## config.mk

```make
export PLATFORM = sky130hd
export DESIGN_NAME = sort_arbiter
export DESIGN_NICKNAME = d
export VERILOG_FILES = /design/src/rtl/sort_pkg.sv /design/src/rtl/rr_arb4.sv /design/src/rtl/sort.sv /design/src/rtl/sort_arbiter.sv
export SDC_FILE = /design/constraint.sdc
export NUM_CORES = 1
export LEC_CHECK = 0
export ABC_CLOCK_PERIOD_IN_PS = 7980
export BUFFER_PORTS_ARGS = -buffer_cell sky130_fd_sc_hd__buf_4
export CORE_AREA = 2 2 94 96
export DETAILED_ROUTE_END_ITERATION = 10
export DIE_AREA = 0 0 96 98
export SLEW_MARGIN = 5
export SYNTH_ARGS = -nofsm -noshare
export SYNTH_HDL_FRONTEND = slang
export SYNTH_SLANG_ARGS = --single-unit
```

## constraint.sdc

```tcl
create_clock -name clk -period 7.98 [get_ports clk]
set_input_delay 0.399 -clock clk [delete_from_list [all_inputs] [get_ports clk]]
set_output_delay 0.399 -clock clk [all_outputs]
set_load 0.03 [all_outputs]
```

## src/rtl/sort_pkg.sv

```systemverilog
// Shared types, widths and helpers for the sort_arbiter slice.
package sort_pkg;

   localparam int W       = 8;
   localparam int NREQ    = 4;
   localparam int ID_W    = 2;
   localparam int CNT_W   = 4;
   localparam int SCNT_W  = 16;

   // Result slot occupancy; FULL is exactly the condition out_valid reports.
   typedef enum logic {
      SLOT_EMPTY = 1'b0,
      SLOT_FULL  = 1'b1
   } slotState_e;

   // Counts the run of ones starting at the MSB of a thermometer word.
   // For a properly sorted word this equals the plain popcount.
   function automatic logic [CNT_W-1:0] therm_count(input logic [W-1:0] therm);
      logic [CNT_W-1:0] cnt;
      logic             run;
      cnt = '0;
      run = 1'b1;
      for (int b = W - 1; b >= 0; b--) begin
         if (run && therm[b]) begin
            cnt = cnt + 1'b1;
         end else begin
            run = 1'b0;
         end
      end
      return cnt;
   endfunction

endpackage

```

## src/rtl/rr_arb4.sv

```systemverilog
// Round-robin search over the requesters starting at the priority pointer.
// Produces a one-hot grant (gated by en_i) and the index of the winner.
module rr_arb4
   import sort_pkg::*;
(
   input  logic            en_i,
   input  logic [NREQ-1:0] req_i,
   input  logic [ID_W-1:0] ptr_i,
   output logic [NREQ-1:0] grant_o,
   output logic [ID_W-1:0] gntId_o
);

   // Walk ptr, ptr+1, ... (wrapping) and take the first valid requester.
   always_comb begin
      logic            hit;
      logic [ID_W-1:0] idx;
      hit     = 1'b0;
      idx     = '0;
      gntId_o = '0;
      grant_o = '0;
      for (int k = 0; k < NREQ; k++) begin
         idx = ptr_i + ID_W'(k);
         if (!hit && req_i[idx]) begin
            hit     = 1'b1;
            gntId_o = idx;
         end
      end
      if (en_i && hit) begin
         grant_o[gntId_o] = 1'b1;
      end
   end

endmodule

```

## src/rtl/sort.sv

```systemverilog
// Combinational population-count thermometer sorter: all ones of the
// input word are packed at the MSB end of the output word.
module sort #(
   parameter int W = 8
) (
   input  logic [W-1:0] in_i,
   output logic [W-1:0] out_o
);

   // Count the ones, then fill that many bits from the top down.
   always_comb begin
      int ones;
      ones  = 0;
      out_o = '0;
      for (int b = 0; b < W; b++) begin
         if (in_i[b]) begin
            ones++;
         end
      end
      for (int b = 0; b < W; b++) begin
         if (b < ones) begin
            out_o[W-1-b] = 1'b1;
         end
      end
   end

endmodule

```

## src/rtl/sort_arbiter.sv

```systemverilog
// Four-way round-robin arbiter in front of one shared sort datapath, with a
// single registered result slot and valid/ready flow control on both sides.
module sort_arbiter
   import sort_pkg::*;
(
   input  logic                clk,
   input  logic                rst,
   input  logic [NREQ-1:0]     req_valid,
   input  logic [NREQ*W-1:0]   req_data,
   output logic [NREQ-1:0]     req_ready,
   output logic                out_valid,
   input  logic                out_ready,
   output logic [W-1:0]        out_data,
   output logic [CNT_W-1:0]    out_count,
   output logic [ID_W-1:0]     out_id,
   output logic [SCNT_W-1:0]   served_cnt
);

   slotState_e        slotState_q, slotState_d;
   logic [W-1:0]      outData_q, outData_d;
   logic [CNT_W-1:0]  outCount_q, outCount_d;
   logic [ID_W-1:0]   outId_q, outId_d;
   logic [ID_W-1:0]   rrPtr_q, rrPtr_d;
   logic [SCNT_W-1:0] servedCnt_q, servedCnt_d;

   logic              slotFree;
   logic              grantEn;
   logic              accept;
   logic [ID_W-1:0]   gntId;
   logic [W-1:0]      gntData;
   logic [W-1:0]      sortedData;

   // The slot can take a new result if it is empty or being drained now;
   // grants are suppressed entirely while reset is asserted.
   assign slotFree = (slotState_q == SLOT_EMPTY) || out_ready;
   assign grantEn  = slotFree && !rst;
   assign accept   = |req_ready;
   assign gntData  = req_data[gntId*W +: W];

   rr_arb4 u_arb (
      .en_i    (grantEn),
      .req_i   (req_valid),
      .ptr_i   (rrPtr_q),
      .grant_o (req_ready),
      .gntId_o (gntId)
   );

   sort #(.W(W)) u_sort (
      .in_i  (gntData),
      .out_o (sortedData)
   );

   // Next-state for the slot, captured result, priority pointer and counter.
   always_comb begin
      slotState_d = slotState_q;
      outData_d   = outData_q;
      outCount_d  = outCount_q;
      outId_d     = outId_q;
      rrPtr_d     = rrPtr_q;
      servedCnt_d = servedCnt_q;
      case (slotState_q)
         SLOT_EMPTY: if (accept) slotState_d = SLOT_FULL;
         SLOT_FULL:  if (!accept && out_ready) slotState_d = SLOT_EMPTY;
         default:    slotState_d = SLOT_EMPTY;
      endcase
      if (accept) begin
         outData_d  = sortedData;
         outCount_d = therm_count(sortedData);
         outId_d    = gntId;
         rrPtr_d    = gntId + 1'b1;
         if (servedCnt_q != {SCNT_W{1'b1}}) begin
            servedCnt_d = servedCnt_q + 1'b1;
         end
      end
   end

   // State registers with synchronous reset; a pending result is dropped.
   always_ff @(posedge clk) begin
      if (rst) begin
         slotState_q <= SLOT_EMPTY;
         outData_q   <= '0;
         outCount_q  <= '0;
         outId_q     <= '0;
         rrPtr_q     <= '0;
         servedCnt_q <= '0;
      end else begin
         slotState_q <= slotState_d;
         outData_q   <= outData_d;
         outCount_q  <= outCount_d;
         outId_q     <= outId_d;
         rrPtr_q     <= rrPtr_d;
         servedCnt_q <= servedCnt_d;
      end
   end

   assign out_valid  = (slotState_q == SLOT_FULL);
   assign out_data   = outData_q;
   assign out_count  = outCount_q;
   assign out_id     = outId_q;
   assign served_cnt = servedCnt_q;

endmodule
```

==> summary.txt, run 1 <==
Clock network
  – TritonCTS clock tree: built
  – Clk root buf: clkbuf_8
  – Clock Latency Late Sink: 0.28 ns
  – Deepest clock path buffer count: 2
  – Clk sinks: 33
  – Clk slew on worst S/H paths: 0.07 ns
  – CTS buffer count: 5
  – H-tree depth: 2

Global route
  – First-pass GRT wire length: 12.2 mm
  – Total track usage: 0.157
  – Number of global-route vias before repair: 2674
  – Initial antenna violation count: 0
  – Largest net degree at the start of global routing: 36
  – GR Overflow Total: 0

Min path
  – WHS Path Cells: 4
  – Hold Path End: out_valid
  – HP Start: out_ready
  – Hold crit path type: in2reg

Route
  – Drt first pass iters: 4
  – Post-route ant nets: 0
  – Vias/cell: 5.15
  – DR iter-0 viols: 131
  – Wire per inst: 13.2 um
  – Routed WL: 7.29 mm
  – Vias: 2837
  – DRC viols: 0

Synthesis
  – EDFF count, synth: 0
  – Avg Cell Area, Syn: 7.92 um^2
  – Syn_nets: 420
  – Most used DFF post-synth: dfxtp_1
  – Synthesized area: 2890 um^2
  – Synth cell types: 64
  – Seq/Total Area, Yosys: 0.228
  – Synth Warn #: 0
  – Flops & latches, synth: 33
  – Post-Synthesis Cells: 365
  – Asr flop ratio synth: 0

Critical path
  – Crit-path max FO: 6
  – Worst path top cell family by delay: simple AND/OR/NAND/NOR gates
  – R2R Setup Slk: 0.54 ns
  – Worst stage delay on the critical path: 0.40 ns
  – FF-to-FF Start: rrPtr_q[1]
  – Reg2reg end: out_count[2]
  – Worst path most repeated cell: ha_1
  – Slowest-stage cell, CP: or3_4
  – Startpoint Class: register
  – WP data arrival: 7.61 ns
  – CP bufs+invs: 2
  – FF-to-FF path depth: 38
  – Crit end category: register
  – Worst EP required: 8.16 ns
  – Critical path class: reg2reg

Floorplan
  – Die ar.: 9410 um^2
  – Vert. Die Dim: 98 um
  – Die Wd: 96 um
  – Initial Utilization: 0.342
  – Rows: 34
  – Core Area: 8470 um^2
  – IO Pins: 74

STA
  – RSZ-0062 raised after global routing: false
  – Max Slew Vio Count: 0
  – Final hold viol count: 0
  – Final period util: 0.932
  – Max Fclk: 0.134 GHz
  – Count of final setup violators: 0
  – Worst rel slew slack: 0.493
  – Slew @ Worst Pin: 0.761 ns
  – Clock skew: 0.00915 ns
  – Min Tclk post-route: 7.44 ns
  – Setup Total Neg Slack: 0 ns

Flow run
  – Max-cap violations: 0

Status
  – Status: finished, final reports clean

Layout
  – Fin nets: 497
  – Commonest non-fill, non-tap cell in the layout: buf_4
  – Layout cell share with drive strength beyond 1: 0.300
  – Area grow syn2layout: 30.6%
  – Most frequent cells in the layout: buf_4, nor2_1, nand2_1
  – Antenna Cells: 0

Place
  – Routability cong.: 0.815
  – Detailed Place HPWL: 5.78 mm
  – IO Port Bufs: 73
area by class of cell:
class,count,area [um^2]
Multi-Input combinational cell,304,2160
Inverter,11,41.3
Clock inverter,1,30.0
Clock buffer,7,86.3
Tap cell,108,135
Timing Repair Buffer,87,657
Sequential cell,33,664
Fill cell,853,4690
synth_stat cells, types with 2 or more instances:
master,count,area share
and3_1,7,0.015
nand2_1,38,0.049
nand2b_1,5,0.011
nand3_1,26,0.045
and2_4,3,0.0091
clkbuf_1,11,0.014
or3_1,5,0.011
a31oi_1,3,0.0065
o21ai_0,11,0.019
nor4_1,4,0.0087
nor2_1,39,0.051
dfxtp_1,33,0.23
a21oi_1,11,0.019
nand3_2,2,0.0069
nand4_1,3,0.0065
o21ai_1,11,0.019
mux2_2,5,0.019
mux2i_1,14,0.048
nand3b_1,3,0.0078
nor3_1,7,0.012
a22oi_1,4,0.010
a211oi_1,6,0.016
o31ai_1,3,0.0078
xor2_1,15,0.045
inv_1,10,0.013
nor2_2,3,0.0065
o22ai_1,2,0.0043
nor3b_1,2,0.0052
ha_1,16,0.069
buf_4,2,0.0052
buf_6,3,0.012
and2_1,7,0.015
xnor2_1,20,0.061
metrics by stage:
step,instance area [um^2],util,hold WS (ns),instances,worst slack (ns)
global placement,3580,0.423,0.442,542,0.243
floorplan,2890,-,0.480,365,0.275
global route,3780,0.446,0.476,551,0.00859
CTS,3700,0.437,0.420,550,0.107
finish,3780,0.446,0.424,551,0.544
detailed placement,3580,0.423,0.452,542,0.0363
how the worst max path moves through the flow:
stage,from,endpoint,slack (ns),cells past startpoint
final,rrPtr_q[1],out_count[2],0.54,38
after global routing,rrPtr_q[1],out_count[2],0.009,38
after CTS,rrPtr_q[1],out_count[2],0.11,38
after detailed placement,req_valid[0],out_count[2],0.04,39
after global placement,req_valid[0],out_count[2],0.24,39
after floorplan,req_valid[0],out_count[2],0.27,40
registers in the layout, indices dropped and copies added (netlist names):
| register | count |
|---|---|
| out_data | 8 |
| served_cnt | 16 |
| out_count | 4 |
| rrPtr_q | 2 |
| out_valid | 1 |
| out_id | 2 |
kinds of logic (layout without fill, tap and decap cells):
logic type / count (synthesis) / after routing / synth area share
simple gates: 162 / 162 / 0.289
compound gates: 68 / 68 / 0.170
xor+xnor: 37 / 37 / 0.119
flops: 33 / 33 / 0.228
buf+inv: 28 / 106 / 0.0472
mux: 20 / 20 / 0.0731
fa+ha+maj: 17 / 17 / 0.0727
worst register-to-register path: cells and delay by family, from the launching register on:
kind | cells | cell delay, ns
buf+inv | 2 | 0.17
flops | 1 | 0.36
simple gates | 16 | 2.62
xor+xnor | 4 | 0.65
compound gates | 7 | 1.18
fa+ha+maj | 7 | 1.79
mux | 2 | 0.56
routing by layer:
metal  GRT usage  vias up  share of wire
li1            -     1451              -
met1       0.200     1325           0.46
met2       0.278       53           0.50
met3      0.0147        8          0.029
met4      0.0374        0          0.013
met5           0        -              0
what timing repair did:
action / 4_1_cts / 5_1_grt
setup buffers: 0 / 1
gates resized for setup: 0 / 13
setup endpoints to repair: 0 / 3
hold buffers: 0 / 0
Power of run 1 is not shown: default switching activity piles up to over one toggle a cycle in this logic, so the estimate is an artifact.
==> run 2, diff against run 1 <==
CORE_AREA = 2 2 90 101   (was 2 2 94 96)
DIE_AREA = 0 0 92 103   (was 0 0 96 98)
PLACE_DENSITY = 0.69   (was not set)
==> run 2 against run 1 <==
  * Clock skew fell by 0.0049 ns
  * Critical path depth did not move
  * Setup slack got worse by 0.086 ns
  * Register-to-register slack got worse by 0.09 ns
  * Critical endpoint unchanged
==> summary.txt, run 2 (same netlist as run 1, synthesis figures left out) <==
Status
  – Status: finished, final reports clean

Place
  – Detailed Place HPWL: 5.73 mm (-0.93%)
  – Routability cong.: 0.858 (+5.3%)
  – Placed cell area: 3560 um^2 (-0.63%)
  – IO Port Bufs: 73 (unchanged)

Critical path
  – Worst EP required: 8.16 ns (about the same)
  – Startpoint Class: register
  – Crit-path max FO: 6 (unchanged)
  – Worst path most repeated cell: ha_1
  – Crit end category: register
  – Slowest-stage cell, CP: or3_4
  – Critical path class: reg2reg
  – Worst stage delay on the critical path: 0.41 ns (about the same)
  – WP data arrival: 7.70 ns (+0.09 ns)

Clock network
  – Clk sinks: 33 (unchanged)
  – Deepest clock path buffer count: 2 (unchanged)
  – TritonCTS clock tree: built
  – H-tree depth: 2 (unchanged)
  – CTS buffer count: 5 (unchanged)
  – Clock Latency Late Sink: 0.28 ns (about the same)
  – Clk root buf: clkbuf_8
  – Clk slew on worst S/H paths: 0.06 ns (about the same)

Global route
  – First-pass GRT wire length: 12.4 mm (+1.6%)
  – Initial antenna violation count: 0 (unchanged)
  – Number of global-route vias before repair: 2796 (+4.6%)
  – Largest net degree at the start of global routing: 36 (unchanged)
  – Total track usage: 0.157 (+0.000247)
  – GR Overflow Total: 0 (unchanged)

Layout
  – Util after Layout: 0.439 (-0.00658)
  – Flip-flop count of the largest register after layout: 16 (unchanged)
  – Seq. cell area: 664 um^2 (unchanged)
  – Layout cell share with drive strength beyond 1: 0.304 (+0.00383)
  – Post-route design area: 3760 um^2 (-0.40%)
  – Area of the multi-input gates: 2160 um^2 (-0.17%)
  – Most frequent cells in the layout: buf_4, nor2_1, nand2_1
  – Antenna Cells: 0 (unchanged)
  – Area grow syn2layout: 30.1%
  – Commonest non-fill, non-tap cell in the layout: buf_4
  – Fillcell total: 899 (+5.4%)
  – Fin nets: 499 (+0.40%)

STA
  – Max Fclk: 0.133 GHz (-1.1%)
  – Clock skew: 0.00422 ns (-0.00493 ns)
  – Worst rel slew slack: 0.256 (-0.237)
  – Final hold viol count: 0 (unchanged)
  – Count of final setup violators: 0 (unchanged)
  – Max Slew Vio Count: 0 (unchanged)
  – Min Tclk post-route: 7.52 ns (+0.0856 ns)
  – Final period util: 0.943 (+0.0107)
  – Slew @ Worst Pin: 1.11 ns (+0.346 ns)

Route
  – DR iter-0 viols: 144 (+9.9%)
  – Drt first pass iters: 4 (unchanged)
  – Vias/cell: 5.15 (about the same)
  – Wire per inst: 13.1 um (-1.4%)
  – Routed WL: 7.29 mm (-0.12%)
  – Post-route ant nets: 0 (unchanged)
  – DRC viols: 0 (unchanged)
  – Vias: 2872 (+1.2%)

Floorplan
  – Core Area: 8560 um^2 (+1.1%)
  – Initial Utilization: 0.338 (-0.00370)
  – Die Wd: 92 um (-4.2%)
  – Rows: 36 (+5.9%)
  – Die ar.: 9480 um^2 (+0.72%)
  – IO Pins: 74 (unchanged)
  – Vert. Die Dim: 103 um (+5.1%)

Min path
  – Hold crit path type: in2reg

Flow run
  – Max-cap violations: 0 (unchanged)
[run 2: worst max-delay path, delay by kind of cell (launching register included)]
kind	cells	cell delay (ns)
AO/OA/AOI/OAI	7	1.20
XOR/XNOR	4	0.57
adder cells (fa/ha/maj)	7	1.91
buffers and inverters	2	0.18
flip-flops	1	0.36
multiplexers	2	0.57
AND/OR/NAND/NOR	16	2.63
[run 2: path summary, 6_finish.rpt]
path,start,end,slack [ns],depth (start not counted)
setup / recovery,rrPtr_q[1],out_count[2],0.46,38
setup reg to reg,rrPtr_q[1],out_count[2],0.46,38
hold / removal,out_ready,out_valid,0.42,4
hold reg to reg,out_id[1],out_id[1],0.45,2
[run 2: layout make-up]
| class | instances | area share |
|---|---|---|
| flip-flops and latches | 33 | 0.177 |
| clock buffers | 7 | 0.0230 |
| multi-input cells | 304 | 0.574 |
| inverters | 11 | 0.0110 |
| well taps | 114 | 0.0379 |
| repair buffers | 89 | 0.178 |
[run 2: layer usage]
metal	track usage	routed length [um]
met4	0.0494	129
met5	0	0
met2	0.309	3860
met1	0.174	3020
met3	0.0227	273
[run 2: stage by stage]
stage | setup TNS, ns | worst slack (ns) | instances | hold WS [ns]
after floorplan | 0 | 0.275 | 365 | 0.480
after global routing | -0.0105 | -0.0105 | 558 | 0.421
after CTS | 0 | 0.000810 | 551 | 0.412
after global placement | 0 | 0.219 | 544 | 0.440
after detailed placement | -0.0995 | -0.0995 | 544 | 0.449
final | 0 | 0.459 | 558 | 0.423
[run 2: timing repair]
action / 4_1_cts / 5_1_grt
resized for setup: 0 / 12
hold buffers: 0 / 0
setup buffers: 0 / 7
setup endpoints to repair: 0 / 3
Power of run 2 is left out for the same reason.
